`src/rtl/lattice_result_collector.sv`:
```
// lattice_result_collector: tail-end receiver for the lattice core chain.
// Registers the per-core result stream, counts one report per core per round,
// pulses round_done/round_found at round end, and queues nonce-found reports
// in a small FIFO drained over a valid/ready handshake. Drops on a full FIFO
// raise a sticky overflow flag.
module lattice_result_collector #(
   parameter  int LOG2_NUM_CORES  = 1,
   parameter  int NONCE_W         = 32,
   parameter  int LOG2_FIFO_DEPTH = 2,
   localparam int IDX_W           = (LOG2_NUM_CORES > 0) ? LOG2_NUM_CORES : 1
) (
   input  logic               clk,
   input  logic               rst,
   input  logic               res_valid,
   input  logic               res_success,
   input  logic [IDX_W-1:0]   res_index,
   input  logic [NONCE_W-1:0] res_nonce,
   input  logic               clear,
   output logic               out_valid,
   input  logic               out_ready,
   output logic [IDX_W-1:0]   out_index,
   output logic [NONCE_W-1:0] out_nonce,
   output logic               round_done,
   output logic               round_found,
   output logic               overflow
);

   localparam int NUM_CORES = 1 << LOG2_NUM_CORES;
   localparam int DEPTH     = 1 << LOG2_FIFO_DEPTH;
   localparam int CNT_W     = LOG2_NUM_CORES + 1;
   localparam int PTR_W     = (LOG2_FIFO_DEPTH > 0) ? LOG2_FIFO_DEPTH : 1;
   localparam int OCC_W     = LOG2_FIFO_DEPTH + 1;
   localparam int ENTRY_W   = IDX_W + NONCE_W;

   typedef enum logic [1:0] {
      IDLE,
      COLLECT,
      DONE
   } state_e;

   // ---------------------------------------------------------------------
   // Capture stage
   // ---------------------------------------------------------------------
   logic               cap_valid_d,   cap_valid_q;
   logic               cap_success_d, cap_success_q;
   logic [IDX_W-1:0]   cap_index_d,   cap_index_q;
   logic [NONCE_W-1:0] cap_nonce_d,   cap_nonce_q;
   logic               cap_hit;

   // Next value of the capture registers; clear flushes a report in flight.
   always_comb begin
      cap_valid_d   = res_valid;
      cap_success_d = res_valid & res_success;
      cap_index_d   = res_index;
      cap_nonce_d   = res_nonce;
      if (clear) begin
         cap_valid_d   = 1'b0;
         cap_success_d = 1'b0;
         cap_index_d   = '0;
         cap_nonce_d   = '0;
      end
   end

   // Capture registers; every decision below works on this copy.
   // NOTE: sequential state uses non-blocking assignments only, so every
   // flop samples its _d value from before the edge regardless of block order.
   always_ff @(posedge clk or posedge rst) begin
      if (rst) begin
         cap_valid_q   <= 1'b0;
         cap_success_q <= 1'b0;
         cap_index_q   <= '0;
         cap_nonce_q   <= '0;
      end else begin
         cap_valid_q   <= cap_valid_d;
         cap_success_q <= cap_success_d;
         cap_index_q   <= cap_index_d;
         cap_nonce_q   <= cap_nonce_d;
      end
   end

   assign cap_hit = cap_valid_q & cap_success_q;

   // ---------------------------------------------------------------------
   // Round tracking FSM
   // ---------------------------------------------------------------------
   state_e           state_q;
   logic [CNT_W-1:0] count_q;
   logic             found_q;
   logic             round_done_q;
   logic             round_found_q;

   // Round FSM: counts reports, pulses round_done for the single DONE cycle.
   // A report seen in DONE opens the next round, so none is lost.
   always_ff @(posedge clk or posedge rst) begin
      if (rst) begin
         state_q       <= IDLE;
         count_q       <= '0;
         found_q       <= 1'b0;
         round_done_q  <= 1'b0;
         round_found_q <= 1'b0;
      end else if (clear) begin
         state_q       <= IDLE;
         count_q       <= '0;
         found_q       <= 1'b0;
         round_done_q  <= 1'b0;
         round_found_q <= 1'b0;
      end else begin
         round_done_q  <= 1'b0;
         round_found_q <= 1'b0;
         case (state_q)
            COLLECT: begin
               if (cap_valid_q) begin
                  found_q <= found_q | cap_hit;
                  if (count_q == CNT_W'(NUM_CORES - 1)) begin
                     state_q       <= DONE;
                     count_q       <= '0;
                     round_done_q  <= 1'b1;
                     round_found_q <= found_q | cap_hit;
                  end else begin
                     count_q <= count_q + CNT_W'(1);
                  end
               end
            end
            // IDLE and DONE both treat a report as the first of a new round;
            // found is always 0 in IDLE, so restarting it from cap_hit is
            // also the clear-on-exit-from-DONE rule.
            default: begin
               found_q <= cap_hit;
               if (cap_valid_q) begin
                  if (NUM_CORES == 1) begin
                     state_q       <= DONE;
                     count_q       <= '0;
                     round_done_q  <= 1'b1;
                     round_found_q <= cap_hit;
                  end else begin
                     state_q <= COLLECT;
                     count_q <= CNT_W'(1);
                  end
               end else begin
                  state_q <= IDLE;
                  count_q <= '0;
               end
            end
         endcase
      end
   end

   assign round_done  = round_done_q;
   assign round_found = round_found_q;

   // ---------------------------------------------------------------------
   // Success FIFO
   // ---------------------------------------------------------------------
   logic [ENTRY_W-1:0] mem_q [DEPTH];
   logic [PTR_W-1:0]   wr_ptr_d, wr_ptr_q;
   logic [PTR_W-1:0]   rd_ptr_d, rd_ptr_q;
   logic [OCC_W-1:0]   occ_d,    occ_q;
   logic               overflow_d, overflow_q;
   logic               full;
   logic               pop;
   logic               wr_en;
   logic [ENTRY_W-1:0] head;

   function automatic logic [PTR_W-1:0] ptr_inc(input logic [PTR_W-1:0] p);
      return (p == PTR_W'(DEPTH - 1)) ? '0 : p + PTR_W'(1);
   endfunction

   assign full  = (occ_q == OCC_W'(DEPTH));
   assign pop   = out_valid & out_ready;
   // A full FIFO still accepts a push when the head leaves in the same cycle.
   assign wr_en = cap_hit & (~full | pop) & ~clear;

   // FIFO pointer/occupancy/overflow next state; clear overrides push and pop.
   // NOTE: every variable gets a default at the top of the always_comb so no
   // path leaves it unassigned and no latch is inferred.
   always_comb begin
      wr_ptr_d   = wr_ptr_q;
      rd_ptr_d   = rd_ptr_q;
      occ_d      = occ_q;
      overflow_d = overflow_q;
      if (clear) begin
         wr_ptr_d   = '0;
         rd_ptr_d   = '0;
         occ_d      = '0;
         overflow_d = 1'b0;
      end else begin
         if (wr_en) wr_ptr_d = ptr_inc(wr_ptr_q);
         if (pop)   rd_ptr_d = ptr_inc(rd_ptr_q);
         case ({wr_en, pop})
            2'b10:   occ_d = occ_q + OCC_W'(1);
            2'b01:   occ_d = occ_q - OCC_W'(1);
            default: occ_d = occ_q;
         endcase
         if (cap_hit && full && !pop) overflow_d = 1'b1;
      end
   end

   // FIFO control registers.
   always_ff @(posedge clk or posedge rst) begin
      if (rst) begin
         wr_ptr_q   <= '0;
         rd_ptr_q   <= '0;
         occ_q      <= '0;
         overflow_q <= 1'b0;
      end else begin
         wr_ptr_q   <= wr_ptr_d;
         rd_ptr_q   <= rd_ptr_d;
         occ_q      <= occ_d;
         overflow_q <= overflow_d;
      end
   end

   // FIFO storage write.
   // NOTE: the storage array has no reset; occupancy alone decides which
   // entries are meaningful, so resetting the data would only cost flops.
   always_ff @(posedge clk) begin
      if (wr_en) mem_q[wr_ptr_q] <= {cap_index_q, cap_nonce_q};
   end

   // Head is read straight from storage: stable while not popped, no bypass.
   assign head      = mem_q[rd_ptr_q];
   assign out_valid = (occ_q != '0);
   assign out_index = head[ENTRY_W-1:NONCE_W];
   assign out_nonce = head[NONCE_W-1:0];
   assign overflow  = overflow_q;

endmodule

```
`config.mk`:
```
export PLATFORM = sky130hd
export DESIGN_NAME = lattice_result_collector
export DESIGN_NICKNAME = d
export VERILOG_FILES = /design/src/rtl/lattice_result_collector.sv
export SDC_FILE = /design/constraint.sdc
export NUM_CORES = 1
export LEC_CHECK = 0
export CORE_ASPECT_RATIO = 1.75
export CORE_UTILIZATION = 45
export DETAILED_ROUTE_END_ITERATION = 8
export PLACE_DENSITY = 0.7
export SETUP_SLACK_MARGIN = 0.15
export SYNTH_ARGS = -nofsm -noshare
export SYNTH_HDL_FRONTEND = slang
export SYNTH_SLANG_ARGS = --single-unit
```
`constraint.sdc`:
```
create_clock -name clk -period 2.26 [get_ports clk]
set_input_delay 0.565 -clock clk [delete_from_list [all_inputs] [get_ports clk]]
set_output_delay 0.565 -clock clk [all_outputs]
set_load 0.05 [all_outputs]
```
==> impl_metrics.toml, run 1 <==
[cts]
clk_pin_slew_worst_paths_ns = 0.07
root_buffer = "clkbuf_16"
cts_tree = "yes"
htreeDepth = 4
clock_path_buffers = 2
cts_buffers = 17
insertion_delay_ns = 0.42
cts_hold_buf = 0
cts_num_sinks = 182

[timing]
clock.fmax_mhz = 418
fin_ws_ns = -0.132
finalHoldWorstSlack_ns = 0.473
rsz0062_at_grt = "true"
skew_ns = 0.00789
worst_pin_slew_ns = 0.561
min_period_over_period = 1.06
hold_viol = 0
period_needed_ns = 2.39
drv_slew = 0
relSlewSlack = 0.626
setup_viol = 33

[critical_path]
path_cells = "buf_12 -> buf_16 -> mux4_2 -> buf_12"
slowest_stage = "mux4_2"
r2r_setup_slack_ns = 0.21
end_kind = "primary output"
start_kind = "flip-flop"
critPathBufInv = 3
max_stage_delay_ns = 0.55
critical-path-top-delay-family = "multiplexers"
arrival_ns = 1.83
cp.required_ns = 1.69
critPathKind = "reg -> out"
worstPathMaxFanout = 9
cp_common_cell = "buf_12"

[cells_and_area]
fin_nets = 493
final_cells = 642
antennaDiodeCount = 0
final_area_um2 = 8820
drive_gt1_frac = 0.316
syn_to_final_growth_pct = 30.7

[placed_design]
post-place-cells = 599
dpl_worst_slack_ns = -0.107
globalplace.congestion = 0.757
hpwl_um = 7700
portBuffers = 75
placedInstanceArea_um2 = 8010

[floorplanning]
start_util = 0.465
design.portCount = 76
placementRows = 58
die_w_um = 94.6
core_area_um2 = 14500
die_h_um = 164
die-area_um2 = 15500

[drt]
drc_errors = 0
routed_wl_um = 12700
num_vias = 3421
vias_per_cell = 5.33
firstDrtPassIters = 4
drtAntennaViolNets = 0
wl_per_cell_um = 19.8
drt_iter0_drc = 276

[synth]
synth_top_area_share = 0.588
yosysMostFrequentCell = "edfxtp_1"
synth_flop_cell = "edfxtp_1"
async_flop_share = 0.275
synthesis.area_um2 = 6750
syn_avg_cell_area_um2 = 20.0
synth_edf_count = 132
synth_area_leader_cell = "edfxtp_1"
synthesis.yosys.warnings = 0
ys_seq_area_frac = 0.773
synth_seq_cells = 182
yosys-top-cells-count = "edfxtp_1, dfrtp_1, nor2b_1, mux4_2"
netlist_top_cells_area = "edfxtp_1, dfrtp_1, mux4_2"
synthesis.nets = 382
synth_cells = 338
synth_cell_types = 38

[global_routing]
grt_pass1_vias = 3531
grt_overflow_total = 0
grt_usage = 0.176
grt_pass1_wl_um = 19000
grt_max_degree = 51
grt_antenna_before_repair = 0

[run]
drv_cap = 0

[run_status]
status = "finished with violations"
violations = "setup timing"

[power]
peakVddDrop_uv = 562
p_leak_nw = 3.18
p_per_area_nw_per_um2 = 753

[hold_path]
hold_path.class = "in -> async"
[worst reg2reg max path, stage by stage, from the launching register on]
cell and delay [ns]:
dfrtp_1 0.41, buf_4 0.16, o31ai_4 0.24, nor2_1 0.09
fa_2 0.34, nand2b_1 0.17, or4_1 0.41, a31oi_1 0.17
[stage by stage]
stage | util | total power [mW] | setup TNS [ns]
3_5_place_dp | 0.552 | 3.96 | -3.66
5_1_grt | 0.608 | 6.85 | -5.44
6_report | 0.608 | 6.64 | -3.49
2_1_floorplan | - | 3.83 | 0
3_3_place_gp | 0.552 | 3.95 | -0.0881
4_1_cts | 0.597 | 6.70 | -5.57
[worst paths after layout]
path | startpoint | to | cells past startpoint
min in group clk | cap_nonce_q[7] | mem_q[0][7] | 0
max in group asynchronous | rst | rd_ptr_q[1] | 3
hold reg to reg | cap_nonce_q[7] | mem_q[0][7] | 0
setup reg to reg | occ_q[1] | occ_q[2] | 7
hold / removal | rst | cap_nonce_q[27] | 2
setup / recovery | rd_ptr_q[0] | out_nonce[24] | 4
[cell usage in the layout, fill, tap and decap left out, drive strengths merged, types with 8 or more instances in the layout]
cell | netlist | layout
nor2b | 36 | 36
dfrtp | 50 | 50
nor2 | 8 | 8
clkinv | 0 | 9
buf | 9 | 68
mux4 | 33 | 33
edfxtp | 132 | 132
clkbuf | 8 | 18
clkdlybuf4s50 | 0 | 37
[cell families (layout without fill, tap and decap cells)]
kind of cell / after synthesis / in the layout / share of synthesized area
xor+xnor: 3 / 3 / 0.00390
fa+ha+maj: 5 / 5 / 0.0104
simple gates: 76 / 76 / 0.0694
compound gates: 19 / 19 / 0.0187
flops: 182 / 182 / 0.773
buf+inv: 20 / 144 / 0.0143
mux: 33 / 33 / 0.110
[registers in the layout, indices dropped and copies added, names as in the netlist]
signal         flops
occ_q              3
round_done         1
overflow           1
round_found        1
count_q            2
wr_ptr_q           2
cap_nonce_q       32
rd_ptr_q           2
state_q            2
cap_valid_q        1
mem_q            132
cap_success_q      1
found_q            1
cap_index_q        1
[report_power, final]
part | switching [mW] | internal (mW) | leakage (nW)
clock network | 1.22 | 1.52 | 0.270
logic | 0.113 | 0.125 | 1.05
registers | 0.0357 | 3.63 | 1.86
total | 1.37 | 5.27 | 3.18
[repair_timing]
action | 4_1_cts | 5_1_grt
endpoints found under the setup margin | 37 | 35
endpoints found under the hold margin | 0 | 0
resized for setup | 22 | 14
pin swaps | 0 | 2
buffers inserted | 2 | 7
gates cloned | 1 | 1
[cell type report]
cell class              instances  area, um2
clock inverters                15        131
flip-flops and latches        182       5220
multi-input cells             136       1460
inverters                       3       11.3
clock buffers                  17        425
well taps                     180        225
fillers                      1045       5700
repair buffers                109       1350
[routing by layer]
metal,up-vias,wire length (um),global-route usage
li1,1535,-,-
met2,80,7240,0.312
met1,1785,4740,0.196
met5,-,0,0
met4,0,286,0.0778
met3,21,428,0.0440
No activity file was read; power rests on OpenSTA's default activity.
==> run 2: changes to the inputs <==
--- a/config.mk
+++ b/config.mk
@@ -6,9 +6,10 @@
 export NUM_CORES = 1
 export LEC_CHECK = 0
 export CORE_ASPECT_RATIO = 1.75
-export CORE_UTILIZATION = 45
+export CORE_UTILIZATION = 56
 export DETAILED_ROUTE_END_ITERATION = 8
-export PLACE_DENSITY = 0.7
+export DONT_BUFFER_PORTS = 1
+export PLACE_DENSITY = 0.75
 export SETUP_SLACK_MARGIN = 0.15
 export SYNTH_ARGS = -nofsm -noshare
 export SYNTH_HDL_FRONTEND = slang
==> impl_metrics.toml, run 2 (same netlist as run 1, synthesis figures left out) <==
[global_routing]
grt_overflow_total = 0
grt_max_degree = 53
grt_pass1_vias = 3427
grt_usage = 0.200
grt_pass1_wl_um = 18000
grt_antenna_before_repair = 0

[power]
p_switching_mw = 1.36
clockPowerShare = 0.415
p_leak_nw = 2.68
p_per_area_nw_per_um2 = 840
power_frac_seq = 0.565
intPower_mw = 5.12
switching_share = 0.210
peakVddDrop_uv = 656
combinationalPowerShare = 0.020

[timing]
drv_slew = 0
skew_ns = 0.00820
worst_pin_slew_ns = 0.604
finalHoldWorstSlack_ns = 0.104
setup_viol = 33
relSlewSlack = 0.597
min_period_over_period = 1.04
clock.fmax_mhz = 425
period_needed_ns = 2.35
hold_viol = 0
fin_ws_ns = -0.0920
rsz0062_at_grt = "true"

[cells_and_area]
largest-register = "mem_q"
fillers = 756
largest_reg_flops = 132
top_regs = "mem_q: 132 flops, cap_nonce_q: 32 flops, occ_q: 3 flops"
antennaDiodeCount = 0
final_common_cell = "edfxtp_1"
drive_gt1_frac = 0.266
fin_nets = 407
final_cell_mix = "edfxtp_1, dfrtp_1, nor2b_1, mux4_2, clkbuf_16"
syn_to_final_growth_pct = 14.4
final_cells = 511

[placed_design]
hpwl_um = 6750
globalplace.congestion = 0.737
post-place-cells = 471
portBuffers = 0

[critical_path]
worstPathMaxFanout = 7
cp.required_ns = 1.69
end_kind = "primary output"
critPathKind = "reg -> out"
arrival_ns = 1.79
r2r-start = "occ_q[1]"
r2r_setup_slack_ns = 0.22
start_kind = "flip-flop"
r2r_cells = 6
worstReg2RegEnd = "occ_q[2]"

[hold_path]
hold_path.class = "in -> async"

[cts]
cts_num_sinks = 182
insertion_delay_ns = 0.42
root_buffer = "clkbuf_16"
htreeDepth = 4
cts_buffers = 17
clk_pin_slew_worst_paths_ns = 0.06
cts_tree = "yes"
clock_path_buffers = 2

[floorplanning]
start_util = 0.579
core_area_um2 = 11600
design.portCount = 76
die_w_um = 85.0
die-area_um2 = 12500
die_h_um = 147
placementRows = 52

[drt]
firstDrtPassIters = 7
drtAntennaViolNets = 0
drc_errors = 6
drt_iter0_drc = 189
wl_per_cell_um = 22.5
num_vias = 3049
routed_wl_um = 11500
vias_per_cell = 5.97

[run]
drv_cap = 0

[run_status]
status = "finished with violations"
violations = "DRC, setup timing"
-- run 2: changes by cell type in the layout (fill, tap and decap cells not counted), sizes merged --
cell           change
buf               -45
bufinv             -1
clkdlybuf4s50     -37
clkinv             -3
clkinvlp           +1
dlygate4sd2        -3
inv                +2
-- run 2: per-layer routing --
layer | share of wire | GRT usage | wire [um]
met2 | 0.57 | 0.359 | 6560
met1 | 0.37 | 0.229 | 4240
met5 | 0 | 0 | 0
met3 | 0.044 | 0.0528 | 510
met4 | 0.016 | 0.0669 | 186
-- run 2: how the worst max path moves through the flow --
stage	start	endpoint	slack (ns)	depth (start not counted)
finish	rd_ptr_q[0]	out_nonce[30]	-0.09	3
global route	rd_ptr_q[0]	out_nonce[30]	-0.14	3
CTS	rd_ptr_q[0]	out_nonce[30]	-0.11	3
detailed placement	out_ready	mem_q[2][11]	0.15	3
global placement	clear	mem_q[2][16]	0.22	2
floorplan	occ_q[1]	occ_q[2]	0.06	7
-- run 2: what timing repair did --
| item | CTS | global route |
|---|---|---|
| gates resized for setup | 8 | 5 |
| setup endpoints to repair | 34 | 101 |
| gates cloned | 3 | 0 |
| hold buffers | 0 | 0 |
| pin swaps | 0 | 1 |
| setup buffers | 5 | 0 |
-- run 2: stage by stage --
step / TNS (ns) / worst slack [ns] / utilization / total power, mW / cell area, um2
after floorplan: 0 / 0.0634 / - / 3.83 / 6760
after global placement: 0 / 0.215 / 0.601 / 3.85 / 7000
after detailed placement: 0 / 0.153 / 0.601 / 3.86 / 7000
after CTS: -2.75 / -0.109 / 0.661 / 6.53 / 7700
after global routing: -3.90 / -0.137 / 0.662 / 6.68 / 7710
final: -2.32 / -0.0920 / 0.662 / 6.48 / 7710
-- run 2: area by class of cell --
| type | count | area [um2] | area share |
|---|---|---|---|
| repair buffers | 23 | 299 | 0.0388 |
| inverters | 3 | 11.3 | 0.00146 |
| flip-flops and latches | 182 | 5220 | 0.677 |
| well taps | 135 | 169 | 0.0219 |
| clock buffers | 18 | 429 | 0.0556 |
| clock inverters | 14 | 124 | 0.0161 |
| multi-input cells | 136 | 1460 | 0.190 |
-- run 2: critical path, stage by stage, from the launching register on --
cell and delay [ns]:
dfrtp_2 0.41, buf_4 0.15, buf_16 0.14, mux4_2 0.68
-- run 2: power groups by stage --
stage / logic, mW / registers, mW / clock network, mW
5_1_grt: 0.144 / 3.66 / 2.87
6_report: 0.132 / 3.66 / 2.69
3_5_place_dp: 0.127 / 3.73 / 0
2_1_floorplan: 0.109 / 3.72 / 0
4_1_cts: 0.135 / 3.66 / 2.73
3_3_place_gp: 0.123 / 3.72 / 0
